### src/rtl/inst_d.sv
// Instruction decode stage: IF/ID register, 32x32 register file, hazard detection,
// branch/JR resolution, HALT detection and the ID/EX register. Optional macro: INST_D_WB_BYPASS_EN.
module inst_d #(
    parameter int unsigned NREG      = 32,
    parameter int unsigned IMM_SHIFT = 2
) (
    input  logic        clk,
    input  logic        rst,
    input  logic [31:0] instruction,
    input  logic [31:0] pc_in,
    input  logic        wb_en,
    input  logic [4:0]  wb_addr,
    input  logic [31:0] wb_data,
    input  logic [4:0]  mem_rd,
    input  logic        mem_is_load,
    output logic        hazard,
    output logic        redirect,
    output logic [31:0] ex_add,
    output logic        halt,
    output logic        id_valid,
    output logic [5:0]  id_opcode,
    output logic [31:0] id_rs_val,
    output logic [31:0] id_rt_val,
    output logic [4:0]  id_rd,
    output logic [31:0] id_imm,
    output logic [31:0] id_pc
);

    localparam logic [5:0] OP_LDW  = 6'b001100;
    localparam logic [5:0] OP_STW  = 6'b001101;
    localparam logic [5:0] OP_BZ   = 6'b001110;
    localparam logic [5:0] OP_BEQ  = 6'b001111;
    localparam logic [5:0] OP_JR   = 6'b010000;
    localparam logic [5:0] OP_HALT = 6'b010001;

    // IF/ID pipeline register
    logic        ifid_valid;
    logic [31:0] ifid_instr;
    logic [31:0] ifid_pc;

    logic [31:0] rf [NREG];

    // Decoded IF/ID fields
    logic [5:0]  op;
    logic [4:0]  rs, rt, rd;
    logic [15:0] imm16;
    logic [31:0] imm_sext;
    logic        is_rtype, is_itype, is_ldw, is_stw;
    logic        is_bz, is_beq, is_jr, is_halt, is_branch;
    logic        uses_rs, uses_rt;
    logic [4:0]  dest;
    logic [31:0] rs_val, rt_val;
    logic [31:0] br_target;
    logic        issue, halting;

    function automatic logic src_hit(input logic [4:0] r,
                                     input logic [4:0] a_rs, input logic [4:0] a_rt,
                                     input logic u_rs, input logic u_rt);
        return (r != '0) && ((u_rs && (a_rs == r)) || (u_rt && (a_rt == r)));
    endfunction

    always_comb begin
        op        = ifid_instr[31:26];
        rs        = ifid_instr[25:21];
        rt        = ifid_instr[20:16];
        rd        = ifid_instr[15:11];
        imm16     = ifid_instr[15:0];
        imm_sext  = {{16{imm16[15]}}, imm16};
        is_rtype  = (op <= 6'd10) && !op[0];
        is_itype  = (op <= 6'd11) &&  op[0];
        is_ldw    = (op == OP_LDW);
        is_stw    = (op == OP_STW);
        is_bz     = (op == OP_BZ);
        is_beq    = (op == OP_BEQ);
        is_jr     = (op == OP_JR);
        is_halt   = (op == OP_HALT);
        is_branch = is_bz || is_beq || is_jr;
        uses_rs   = !is_halt;
        uses_rt   = is_rtype || is_stw || is_beq;
        dest      = '0;
        if (is_rtype) begin
            dest = rd;
        end else if (is_itype || is_ldw) begin
            dest = rt;
        end
    end

    // Register-file read ports; R0 is never written so it always reads zero
    always_comb begin
        rs_val = rf[rs];
        rt_val = rf[rt];
`ifdef INST_D_WB_BYPASS_EN
        if (wb_en && (wb_addr != '0) && (wb_addr == rs)) rs_val = wb_data;
        if (wb_en && (wb_addr != '0) && (wb_addr == rt)) rt_val = wb_data;
`endif
    end

    // Branches read operands in ID, so any in-flight producer stalls them
    always_comb begin
        hazard = 1'b0;
        if (id_valid && (id_opcode == OP_LDW) && src_hit(id_rd, rs, rt, uses_rs, uses_rt))
            hazard = 1'b1;
        if (is_branch && id_valid && src_hit(id_rd, rs, rt, uses_rs, uses_rt))
            hazard = 1'b1;
        if (is_branch && mem_is_load && src_hit(mem_rd, rs, rt, uses_rs, uses_rt))
            hazard = 1'b1;
`ifndef INST_D_WB_BYPASS_EN
        if (wb_en && src_hit(wb_addr, rs, rt, uses_rs, uses_rt))
            hazard = 1'b1;
`endif
        hazard = hazard && ifid_valid;
    end

    always_comb begin
        issue     = ifid_valid && !hazard;
        halting   = issue && is_halt;
        br_target = ifid_pc + (imm_sext << IMM_SHIFT);
        redirect  = issue && (is_jr || (is_bz && (rs_val == '0)) || (is_beq && (rs_val == rt_val)));
        ex_add    = '0;
        if (redirect) begin
            ex_add = is_jr ? rs_val : br_target;
        end
    end

    always_ff @(posedge clk) begin
        if (rst) begin
            for (int unsigned i = 0; i < NREG; i++) rf[i] <= '0;
        end else if (wb_en && (wb_addr != '0)) begin
            rf[wb_addr] <= wb_data;
        end
    end

    // Redirect flushes the sequential slot; HALT blocks every later fetch
    always_ff @(posedge clk) begin
        if (rst) begin
            ifid_valid <= 1'b0;
            ifid_instr <= '0;
            ifid_pc    <= '0;
        end else if (!hazard) begin
            if (redirect || halt || halting) begin
                ifid_valid <= 1'b0;
                ifid_instr <= '0;
                ifid_pc    <= '0;
            end else begin
                ifid_valid <= 1'b1;
                ifid_instr <= instruction;
                ifid_pc    <= pc_in;
            end
        end
    end

    always_ff @(posedge clk) begin
        if (rst) begin
            halt <= 1'b0;
        end else if (halting) begin
            halt <= 1'b1;
        end
    end

    always_ff @(posedge clk) begin
        if (rst || !issue) begin
            id_valid  <= 1'b0;
            id_opcode <= '0;
            id_rs_val <= '0;
            id_rt_val <= '0;
            id_rd     <= '0;
            id_imm    <= '0;
            id_pc     <= '0;
        end else begin
            id_valid  <= 1'b1;
            id_opcode <= op;
            id_rs_val <= rs_val;
            id_rt_val <= rt_val;
            id_rd     <= dest;
            id_imm    <= imm_sext;
            id_pc     <= ifid_pc;
        end
    end

endmodule

### config.mk
export PLATFORM = sky130hd
export DESIGN_NAME = inst_d
export DESIGN_NICKNAME = d
export VERILOG_FILES = /design/src/rtl/inst_d.sv
export SDC_FILE = /design/constraint.sdc
export NUM_CORES = 2
export LEC_CHECK = 0
export ABC_AREA = 1
export BUFFER_PORTS_ARGS = -buffer_cell sky130_fd_sc_hd__buf_2
export CORE_ASPECT_RATIO = 1.1
export CORE_MARGIN = 1.5
export CORE_UTILIZATION = 38
export CTS_CLUSTER_SIZE = 40
export DETAILED_ROUTE_END_ITERATION = 6
export GPL_ROUTABILITY_DRIVEN = 0
export PLACE_DENSITY = 0.53
export SYNTH_ARGS = -nofsm -noshare
export SYNTH_HDL_FRONTEND = slang
export SYNTH_SLANG_ARGS = --single-unit
### constraint.sdc
create_clock -name clk -period 3.39 [get_ports clk]
set_input_delay 0 -clock clk [delete_from_list [all_inputs] [get_ports clk]]
set_output_delay 0 -clock clk [all_outputs]
set_load 0.02 [all_outputs]
== Word level (Yosys, flattened, before mapping) ==
Memory sizes are Yosys's and may differ from the RTL's. A register that Yosys moved wholly into a read port is not among the register bits.
Cells that the tools add are included.

* Register bits: 190
* Latch bits: 0
* RAM bits: 1,024
* Memory bits (read-only): 0
* Bits of input ports: 110
* Output and inout port bits: 175
* Word-level logic and storage cells: 100
* Memories kept: 1

{| class="wikitable"
|+ Memories
! name !! depth !! width !! rd ports !! clocked after memory_dff !! write ports !! RTL line !! text
|-
| rf || 32 || 32 || 2 || 2 || 32 || 41 || <nowiki>logic [31:0] rf [NREG];</nowiki>
|}

* Add/sub/neg operators: 1
* $mul: 0
* Divide/modulo/power cells: 0
* $lt $le $gt $ge: 2
* Equality and inequality tests: 14
* Shift-type cells: 0
* Multiplexer cells: 24
* Bitwise gates (word level): 0
* Reduce and logical (&&, ||, !) cells: 47

{| class="wikitable"
|+ Operators by type and width
! cell !! count
|-
| $mux W32 || 5
|-
| $mux W5 || 7
|-
| $add A32 B32 Y32 || 1
|-
| $eq A32 B32 Y1 || 1
|-
| $logic_not A32 Y1 || 1
|-
| $reduce_or A32 Y1 || 1
|-
| $eq A5 B5 Y1 || 6
|-
| $eq A6 B4 Y1 const B || 5
|-
| $logic_and A1 B1 Y1 || 25
|-
| $reduce_bool A5 Y1 || 3
|-
| $logic_or A1 B1 Y1 || 13
|-
| $eq A6 B5 Y1 const B || 2
|-
| $le A6 B4 Y1 const B || 2
|-
| $mux W1 || 12
|-
| $logic_not A1 Y1 || 4
|}

== Longest topological paths before layout ==
* Depth after elaboration: 21
* Depth in mapped cells: 26
* Mapped depth without buffers: 22

== Least setup slack after synthesis ==
No wires, ideal clock.

* Kind: register to output
* Start point: register ifid_instr[0]
* End point: output port ex_add[26]
* Arrival: 2.866 ns
* Setup slack: 0.524 ns
* Stages on the path, launching flop included: 19
* Buffers on the path: 0
* Path through: dfxtp_1 > ha_1 > inv_1 > fa_1 > inv_1 > nand3_1 > nand3_1 > a21boi_0 > o21ai_0 > a21oi_1 > o21ai_0 > a21oi_1 > o21bai_1 > nand3_1 > nand2_1 > nand2_1 > nand3_1 > o21ai_0 > nor2_1

* Longest elaborated chain between the ends: 3

{| class="wikitable"
|+ RTL lines
! item !! RTL line !! text
|-
| start, declared || 38 || <nowiki>logic [31:0] ifid_instr;</nowiki>
|-
| start signal, assigned || 146 || <nowiki>ifid_instr <= instruction;</nowiki>
|-
| $add A32 B32 Y32 || 117 || <nowiki>br_target = ifid_pc + (imm_sext << IMM_SHIFT);</nowiki>
|-
| $mux W32 || 121 || <nowiki>ex_add = is_jr ? rs_val : br_target;</nowiki>
|-
| $mux W32 || 120 || <nowiki>if (redirect) begin</nowiki>
|-
| end, declared || 18 || <nowiki>output logic [31:0] ex_add,</nowiki>
|}

Every way passes these cells.

==> results.rst <==
.. list-table::
   :header-rows: 1

   * - Metric
     - Value
   * - Outcome
     - finished, violations left
   * - Violations in the final reports
     - negative setup slack
   * - Bufs on Longest Clock Path
     - 3
   * - Post-synth ARST share
     - 0
   * - Largest clock skew in the final design
     - 0.0312 ns
   * - Setup repair after global routing missed its margin
     - yes
   * - Reported max-cap violation count
     - 0
   * - Relative contribution of sequential cells to total power
     - 0.416
   * - Most used cells in the layout excluding fill and tap cells
     - sky130_fd_sc_hd__nand2_1, sky130_fd_sc_hd__nand3_1, sky130_fd_sc_hd__nor2_1
   * - Layout Area Growth over Synthesis
     - 29.5%
   * - Register bit count reported by yosys
     - 1224
   * - Slew HR
     - 0.106
   * - Overall power
     - 42400 µW
   * - Total length of routed wires
     - 305 mm
   * - Number of levels the H-tree was split into
     - 4
   * - Clk network pwr share
     - 0.372
   * - Main synth FF type
     - sky130_fd_sc_hd__edfxtp_1
   * - DRT Pass-1 Iters
     - 7
   * - Slew at the pin closest to its max-slew limit
     - 1.34 ns
   * - Total number of vias
     - 66900
   * - Clock-pin transition on the worst setup and hold timing paths
     - 0.06 ns
   * - Post-synth EDFFs
     - 1024
   * - Most common cell after layout, fill and taps aside
     - sky130_fd_sc_hd__nand2_1
   * - Sum of negative setup slack
     - -43.36 ns
   * - Switching share of power
     - 0.310
   * - Routed via count divided by cell count
     - 5.76
   * - First-pass GRT wire length
     - 434 mm
   * - Area after detailed placement
     - 74700 µm²
   * - Largest net degree at the start of global routing
     - 98
   * - Die area
     - 175000 µm²
   * - Cell count after synthesis
     - 8477
   * - Internal power
     - 29300 µW
   * - Filler cells
     - 16100
   * - Vertical die dimension
     - 439 µm
   * - Total global routing track utilization
     - 0.340
   * - Post-route design area
     - 85100 µm²
   * - Boundary Pins
     - 285
   * - Switching component of the power
     - 13100 µW
   * - CP Class
     - reg2out
   * - Hold Crit Class
     - in2reg
   * - Post-route fraction of the period consumed by the critical path
     - 1.28
   * - Yosys warns
     - 0
   * - Clock sink total
     - 1224
   * - Clock buffers created by TritonCTS
     - 144
   * - Fraction of power consumed by combinational cells
     - 0.212
   * - Mean cell area of the mapped netlist
     - 7.75 µm²
   * - Minimum clock period after layout
     - 4.34 ns
   * - Antenna-violating nets left
     - 0
   * - Leakage power of the design
     - 0.0371 µW
   * - Setup slack after layout
     - -0.947 ns
   * - Ratio of cells with drive above 1 in the final layout
     - 0.195
   * - Required time reported for the critical path endpoint
     - 3.39 ns
   * - Startpoint class of the critical path
     - flop
   * - Residual DRC
     - 0
   * - Mean routed wirelength per cell
     - 26.2 µm
   * - Hold Fails Final Rpt
     - 0
   * - Initial antenna violation count
     - 6
   * - Post-synthesis instance area
     - 65700 µm²
   * - Power density relative to cell area
     - 499 nW/µm²
   * - Setup Viol. Count Final
     - 95
   * - Initial core utilization
     - 0.384
   * - FP Rows
     - 159
   * - Worst Path Max Fanout
     - 7
   * - Arrival @ worst endpoint
     - 4.34 ns
   * - Number of standard cells in the layout, taps in and fillers out
     - 11600
   * - Iteration-0 DRC count of the detailed router
     - 10100
   * - Placed insts
     - 11100
   * - Count of buffers inserted at the top-level ports
     - 284
   * - Final nets
     - 9401
   * - Total count of max-transition violations in the final report
     - 0
   * - Via count of the first global-routing pass
     - 62300
   * - Setup crit end kind
     - output port
   * - Clock latency on the worst-skew pair
     - 0.83 ns
   * - IR drop worst, VDD
     - 0.583 mV
   * - Post-synthesis sequential area ratio
     - 0.529
   * - CTS root buf
     - sky130_fd_sc_hd__clkbuf_16
   * - Width of the die
     - 400 µm
   * - Peak clock frequency supported by timing
     - 0.231 GHz
   * - Core area
     - 171000 µm²
   * - Count of distinct cell types in the synthesized netlist
     - 40
   * - TritonCTS clock tree
     - done
   * - Post-DP HPWL
     - 200 mm
   * - GRT overflow
     - 0
-- final timing paths --
| kind | cells past startpoint | endpoint | start | slack (ns) |
|---|---|---|---|---|
| worst min register to register | 2 | id_imm[7]$_SDFF_PN0_ | ifid_instr[7]$_SDFFE_PP0N_ | 0.46 |
| worst max register to register | 32 | ifid_pc[25]$_SDFFE_PP0N_ | flop | -0.82 |
| worst min-delay path | 3 | rf[17][25]$_SDFFCE_PN0P_ | wb_data[25] | 0.04 |
| worst max-delay path | 25 | ex_add[20] | flop | -0.95 |
-- per-stage QoR --
step | hold slack, ns | setup slack [ns] | util
after CTS | 0.000417 | -0.861 | 0.493
after global placement | 0.272 | -0.607 | 0.436
after floorplan | 0.163 | 0.524 | -
final | 0.0358 | -0.947 | 0.497
after detailed placement | 0.278 | -0.595 | 0.436
after global routing | 0.0304 | -1.10 | 0.497
-- per-layer routing --
metal | routed length [µm] | vias to the layer above | GRT usage
met2 | 137000 | 4530 | 0.534
li1 | - | 29500 | -
met3 | 35800 | 843 | 0.0725
met1 | 115000 | 32000 | 0.442
met4 | 17500 | 6 | 0.171
met5 | 46 | - | 0
-- flip-flops by register name, summed over array words and instances, names as in the netlist, named ones only --
| name | flops |
|---|---|
| ifid_pc | 32 |
| ifid_valid | 1 |
| id_valid | 1 |
| id_pc | 32 |
| id_opcode | 6 |
| id_rs_val | 32 |
| id_rd | 5 |
| ifid_instr | 32 |
| id_imm | 16 |
| id_rt_val | 32 |
| rf | 1024 |
| halt | 1 |
-- synthesized netlist by cell type, types with 4 or more instances --
| cell | instances | area, µm² |
|---|---|---|
| sky130_fd_sc_hd__o21bai_1 | 4 | 30.0 |
| sky130_fd_sc_hd__o211ai_1 | 6 | 45.0 |
| sky130_fd_sc_hd__nand3_1 | 1612 | 8070 |
| sky130_fd_sc_hd__o21ai_1 | 26 | 130 |
| sky130_fd_sc_hd__buf_2 | 283 | 1420 |
| sky130_fd_sc_hd__nor2_1 | 1220 | 4580 |
| sky130_fd_sc_hd__nand4_1 | 78 | 488 |
| sky130_fd_sc_hd__ha_1 | 29 | 363 |
| sky130_fd_sc_hd__xnor2_1 | 26 | 228 |
| sky130_fd_sc_hd__a21oi_1 | 145 | 726 |
| sky130_fd_sc_hd__nor3_1 | 15 | 75.1 |
| sky130_fd_sc_hd__dfxtp_1 | 200 | 4000 |
| sky130_fd_sc_hd__clkbuf_1 | 323 | 1210 |
| sky130_fd_sc_hd__buf_4 | 40 | 300 |
| sky130_fd_sc_hd__or2_2 | 10 | 62.6 |
| sky130_fd_sc_hd__edfxtp_1 | 1024 | 30700 |
| sky130_fd_sc_hd__a31oi_1 | 5 | 31.3 |
| sky130_fd_sc_hd__a211oi_1 | 7 | 52.6 |
| sky130_fd_sc_hd__o21ai_0 | 35 | 175 |
| sky130_fd_sc_hd__buf_1 | 71 | 267 |
| sky130_fd_sc_hd__inv_1 | 166 | 623 |
| sky130_fd_sc_hd__inv_2 | 9 | 33.8 |
| sky130_fd_sc_hd__nand2_1 | 3090 | 11600 |
| sky130_fd_sc_hd__xor2_1 | 22 | 193 |
-- cell families after synthesis --
logic type / share of synthesized area
AO/OA/AOI/OAI: 0.0212
XOR/XNOR: 0.00640
adder cells (fa/ha/maj): 0.00582
buffers and inverters: 0.0592
flip-flops: 0.529
other: 0.0000571
AND/OR/NAND/NOR: 0.379
-- power groups by stage --
| stage | Clock (µW) | Sequential [µW] | Combinational (µW) |
|---|---|---|---|
| 6_report | 15800 | 17700 | 8990 |
| 5_1_grt | 16400 | 17700 | 9430 |
| 4_1_cts | 15900 | 17600 | 8550 |
| 3_5_place_dp | 0 | 18000 | 7560 |
| 3_3_place_gp | 0 | 18000 | 7530 |
| 2_1_floorplan | 0 | 17900 | 3810 |
-- worst max-delay path, cell delays in order (launching register included) --
cell                        delay (ns)
sky130_fd_sc_hd__dfxtp_4          0.36
sky130_fd_sc_hd__buf_12           0.17
sky130_fd_sc_hd__buf_8            0.15
sky130_fd_sc_hd__bufbuf_16        0.27
sky130_fd_sc_hd__nand2_1          0.09
sky130_fd_sc_hd__nand3_1          0.11
sky130_fd_sc_hd__nand3_1          0.10
sky130_fd_sc_hd__nand2_1          0.07
sky130_fd_sc_hd__nand2_2          0.08
sky130_fd_sc_hd__nand2_4          0.09
sky130_fd_sc_hd__buf_6            0.13
sky130_fd_sc_hd__o21ai_4          0.15
sky130_fd_sc_hd__nand2_1          0.08
sky130_fd_sc_hd__nand2_2          0.15
sky130_fd_sc_hd__nand2_2          0.08
sky130_fd_sc_hd__nor2_1           0.09
sky130_fd_sc_hd__nand2_1          0.07
sky130_fd_sc_hd__nor2_2           0.14
sky130_fd_sc_hd__buf_4            0.14
sky130_fd_sc_hd__nand3_4          0.09
sky130_fd_sc_hd__nand2_4          0.11
sky130_fd_sc_hd__nand2_8          0.08
sky130_fd_sc_hd__buf_12           0.16
sky130_fd_sc_hd__buf_4            0.16
sky130_fd_sc_hd__a211oi_2         0.18
sky130_fd_sc_hd__buf_4            0.18
-- repair_timing --
| item | in CTS | in global routing |
|---|---|---|
| hold endpoints to repair | 783 | 14 |
| setup endpoints to repair | 109 | 109 |
| hold buffers | 143 | 1 |
| gates resized for setup | 521 | 121 |
| pin swaps | 120 | 20 |
| gates cloned | 38 | 4 |
| setup buffers | 97 | 12 |
-- layout make-up --
cell class	count	area [µm²]	share of cell area
diodes	2	5.00	0.0000588
clock buffers	184	3940	0.0463
clock inverters	72	726	0.00852
inverters	176	747	0.00877
multi-input cells	6388	28700	0.337
flip-flops and latches	1224	34800	0.409
well taps	2254	2820	0.0331
repair buffers	1323	13400	0.158
repair inverters	4	52.6	0.000617
Power figures use the tool's default switching activity.
